**config.mk**
```make
export PLATFORM = sky130hd
export DESIGN_NAME = array_reverse_io_buffer
export DESIGN_NICKNAME = d
export VERILOG_FILES = /design/src/rtl/array_reverse_io_buffer.sv
export SDC_FILE = /design/constraint.sdc
export NUM_CORES = 2
export LEC_CHECK = 0
export CELL_PAD_IN_SITES_DETAIL_PLACEMENT = 1
export CELL_PAD_IN_SITES_GLOBAL_PLACEMENT = 1
export CORE_MARGIN = 10
export CORE_UTILIZATION = 35
export CTS_CLUSTER_DIAMETER = 200
export CTS_CLUSTER_SIZE = 10
export DETAILED_ROUTE_END_ITERATION = 10
export GPL_TIMING_DRIVEN = 0
export HOLD_SLACK_MARGIN = 0.12
export PLACE_DENSITY = 0.67
export REMOVE_ABC_BUFFERS = 1
export SLEW_MARGIN = 20
export SYNTH_ARGS = -nofsm -noshare
export SYNTH_HDL_FRONTEND = slang
export SYNTH_SLANG_ARGS = --single-unit
```
**constraint.sdc**
```tcl
create_clock -name clock -period 4.15 [get_ports clock]
set_input_delay 0.415 -clock clock [delete_from_list [all_inputs] [get_ports clock]]
set_output_delay 0.415 -clock clock [all_outputs]
set_load 0.005 [all_outputs]
```
**src/rtl/array_reverse_io_buffer.sv**
```systemverilog
// Per-thread, per-lane receive buffer behind the lane-reversing I/O queue.
// Ports: clock/reset, in/in_wren -> in_full, rd_en -> out/out_empty, thread.
module array_reverse_io_buffer #(
  parameter int WORD_WIDTH        = 36,
  parameter int LANE_COUNT        = 8,
  parameter int THREAD_COUNT      = 8,
  parameter int THREAD_ADDR_WIDTH = 3
) (
  input  logic                             clock,
  input  logic                             reset,
  input  logic [WORD_WIDTH*LANE_COUNT-1:0] in,
  input  logic [LANE_COUNT-1:0]            in_wren,
  output logic [LANE_COUNT-1:0]            in_full,
  input  logic [LANE_COUNT-1:0]            rd_en,
  output logic [WORD_WIDTH*LANE_COUNT-1:0] out,
  output logic [LANE_COUNT-1:0]            out_empty,
  output logic [THREAD_ADDR_WIDTH-1:0]     thread
);

  localparam int TW = THREAD_ADDR_WIDTH;
  localparam int W  = WORD_WIDTH;
  localparam int L  = LANE_COUNT;

  logic [TW-1:0] thread_q, thread_d;

  logic [THREAD_COUNT-1:0][L-1:0] full_q, full_d;
  logic [W-1:0] mem_q [THREAD_COUNT][L];

  logic [W*L-1:0] out_q, out_d;
  logic [L-1:0]   empty_q, empty_d;
  logic [L-1:0]   infull_q, infull_d;
  logic [L-1:0]   wr_ok;
  logic [L-1:0]   f_cur;

  always_comb begin
    if (thread_q == TW'(THREAD_COUNT - 1))
      thread_d = '0;
    else
      thread_d = thread_q + TW'(1);

    f_cur    = full_q[thread_q];
    full_d   = full_q;
    out_d    = out_q;
    empty_d  = '0;
    infull_d = '0;
    wr_ok    = '0;

    for (int l = 0; l < L; l++) begin
      // A read in the same cycle frees the slot, so a write into a
      // full slot is accepted only when it is also being read.
      wr_ok[l] = in_wren[l] & (~f_cur[l] | rd_en[l]);

      if (rd_en[l] & f_cur[l]) begin
        out_d[l*W +: W]  = mem_q[thread_q][l];
        full_d[thread_q][l] = 1'b0;
      end

      empty_d[l]  = rd_en[l] & ~f_cur[l];
      infull_d[l] = in_wren[l] & f_cur[l] & ~rd_en[l];

      if (wr_ok[l])
        full_d[thread_q][l] = 1'b1;
    end
  end

  always_ff @(posedge clock) begin
    if (reset) begin
      thread_q <= '0;
      full_q   <= '0;
      out_q    <= '0;
      empty_q  <= '0;
      infull_q <= '0;
    end else begin
      thread_q <= thread_d;
      full_q   <= full_d;
      out_q    <= out_d;
      empty_q  <= empty_d;
      infull_q <= infull_d;
    end
  end

  // Data words carry no reset; the full bits alone say what is valid.
  always_ff @(posedge clock) begin
    for (int l = 0; l < L; l++) begin
      if (wr_ok[l] && !reset)
        mem_q[thread_q][l] <= in[l*W +: W];
    end
  end

  assign thread    = thread_q;
  assign out       = out_q;
  assign out_empty = empty_q;
  assign in_full   = infull_q;

endmodule

```
==> impl_metrics.toml <==
[clocking]
htreeDepth = 5
clock-root-buffer = "clkbuf_16"
clock-sinks = 2675
cts_tree = "yes"
clk_latency_ns = 0.90
numCtsBuffers = 305
cts_buffer_depth = 4
clkTransAtPathRegs_ns = 0.06

[placed_design]
dp_hpwl_mm = 201
dp_cells = 9800
gp_congestion = 0.707
port_buffers = 612

[critical_path]
path_cells = "buf_16 > buf_16 > nand2b_2 > o22ai_1 > nor2_2 > o21ai_4 > buf_4 > nor2_4 > buf_16"
startpoint_type = "flip-flop"
critical_path_required_ns = 4.73
cp.arrival_ns = 4.59
worst_path_most_repeated_cell = "buf_16"
max_stage_delay_ns = 0.66
cp_slowest_cell = "dfxtp_4"
endpoint_kind = "flip-flop"
cp_max_fo = 43
worstSetupPathType = "reg2reg"

[timing]
max-slew-margin-rel_pct = 23.0
whs_ns = 0.233
hold_viol = 0
tightest_slew_ns = 1.16
grt_setup_unrepaired = "false"
finalCritPeriodShare_pct = 96.6
drv_slew = 0
fmax_mhz = 249
fin_skew_ns = 0.0393
setup_viol = 0
fin_crit_ns = 4.01

[finish]
fin_cells = 10400
fin_nets = 6712
drive_above_1_share_pct = 18.2
syn2layout_area_growth_pct = 25.0

[routing]
drt_iter0_drc = 4594
vias = 57400
wire_per_inst_um = 30.2
drt-total-wl_mm = 315
dr.pass1.iters = 5
via_per_inst = 5.51
drtAntennaViolNets = 0
drc = 0

[power]
switching_share_pct = 23.6
switching_power_mw = 14.4
p_int_mw = 46.5
ir_drop_mv = 0.520
power_frac_comb_pct = 9.6
p_leak_nw = 38.9
clock_power_share_pct = 40.8
power_mw = 60.8
pwr-share-seq_pct = 49.6
powerDensity_mw_per_mm2 = 486

[synthesis]
synthFlopType = "edfxtp_1"
async_flop_share_pct = 0
syn_avg_cell_area_sq_um = 17.9
netlist_top_cells_area = "edfxtp_1 (69%), dfxtp_1 (7.4%), mux4_2 (5.4%)"
synth_cell_types = 56
synth_seq_area_share_pct = 76.5
ys_warn_count = 0
netlist.top_cell.by_area = "edfxtp_1"
synth_top_area_share_pct = 69.1
syn_inst = 5598
syn-cell-area_sq_mm = 0.100
synth_edf_count = 2304
ys_seq_elements = 2675

[global_routing]
antenna_found_initial = 75
grt_start_max_net_pins = 71
grt_pass1_vias = 61000
grt_overflow_total = 0
grt_pass1_wl_mm = 450
grt_usage_pct = 19.8

[die]
io_pins = 613
die-area_sq_mm = 0.308
die_y_um = 555
num_rows = 196
core-area_sq_mm = 0.285
initial_core_util_pct = 35.1
die_x_um = 555

[outcome]
status = "complete, no violations"

[job]
maxCapViolCount = 0

[min_path]
hold_path_class = "in2reg"
## metal layers
metal	wire length (um)	part of all wire, %	vias to the layer above	GRT usage (%)
li1	-	-	24400	-
met4	9300	2.9	58	5.88
met5	361	0.11	-	0
met1	131000	41	30500	25.8
met2	154000	49	1967	33.2
met3	21500	6.8	512	4.23
## flip-flops by register name, summed over array words and instances, names as in the netlist, named ones only
signal / flops
full_q: 15
thread: 3
mem_q: 2304
in_full: 8
out: 288
out_empty: 8
## worst paths after layout
check | startpoint | endpoint | depth (start not counted) | slack [ns]
min reg2reg | flip-flop | flip-flop | 2 | 0.49
min | in[120] | mem_q[3][156] | 1 | 0.23
max reg2reg | thread[1] | mem_q[7][215] | 9 | 0.14
max | thread[1] | mem_q[7][215] | 9 | 0.14
## cells in the final DEF, fill, tap and decap left out, types with 89 or more instances in the layout
cell,synthesis,layout
nor3_1,151,150
mux2_2,192,192
mux4_2,241,241
clkbuf_1,140,213
a211oi_1,129,129
clkdlybuf4s50_1,0,610
buf_16,0,156
a22oi_1,143,143
nand2_1,177,170
a221oi_1,166,166
clkbuf_16,0,310
nor2_1,391,318
dfxtp_1,371,368
o21ai_0,108,108
a311oi_1,89,89
edfxtp_1,2304,2304
mux2i_1,220,220
a21oi_1,104,104
## logic make-up after synthesis
logic type / count (synthesis) / synth area share, %
mux: 658 / 9.84
compound gates: 1072 / 8.02
simple gates: 777 / 3.27
fa+ha+maj: 2 / 0.0250
flops: 2675 / 76.5
buf+inv: 414 / 2.30
## critical path: cells and delay by family, from the launching register on
| family | cells | cell delay, ns |
|---|---|---|
| compound gates | 2 | 0.43 |
| flops | 1 | 0.66 |
| buf+inv | 4 | 1.10 |
| simple gates | 3 | 1.36 |
## through the flow
stage / cell area [sq um] / TNS, ns / setup slack [ns] / util [%]
finish: 125000 / 0 / 0.141 / 43.9
global route: 125000 / 0 / 0.00231 / 43.9
CTS: 125000 / 0 / 0.0194 / 43.9
detailed placement: 115000 / -1284.22 / -1.14 / 40.5
global placement: 109000 / - / -78.15 / 38.1
floorplan: 97800 / - / -22.90 / -
## cell type report
cell class / instances / area, sq um
diodes: 26 / 65.1
clock buffers: 523 / 8560
clock inverters: 22 / 425
fillers: 27000 / 160000
inverters: 5 / 38.8
multi-input cells: 2511 / 22100
flip-flops and latches: 2675 / 76600
well taps: 3762 / 4710
repair buffers: 906 / 12600
## repair_timing
action / in CTS / in global routing
cloned: 1 / 1
gates resized for setup: 19 / 2
pin swaps: 31 / 1
buffers inserted: 51 / 3
setup endpoints to repair: 2351 / 158
endpoints found under the hold margin: 63 / 0
hold buffers: 3 / 0
## power by group through the flow
stage	Sequential [mW]	Clock (mW)	Combinational [mW]
finish	30.2	24.8	5.83
global route	30.2	26.4	6.26
CTS	30.2	25.4	5.92
detailed placement	30.8	0	5.78
global placement	31.2	0	5.87
floorplan	31.0	0	3.43
## synthesized netlist by cell type (81+ instances only)
master / count
a221oi_1: 166
mux4_2: 241
a211oi_1: 129
nand2_1: 177
nor2_1: 391
buf_4: 81
dfxtp_1: 371
nor3_1: 151
mux2_2: 192
a311oi_1: 89
a22oi_1: 143
buf_2: 153
a21oi_1: 104
o21ai_0: 108
edfxtp_1: 2304
mux2i_1: 220
clkbuf_1: 140
(Power assumes the default switching activity.)
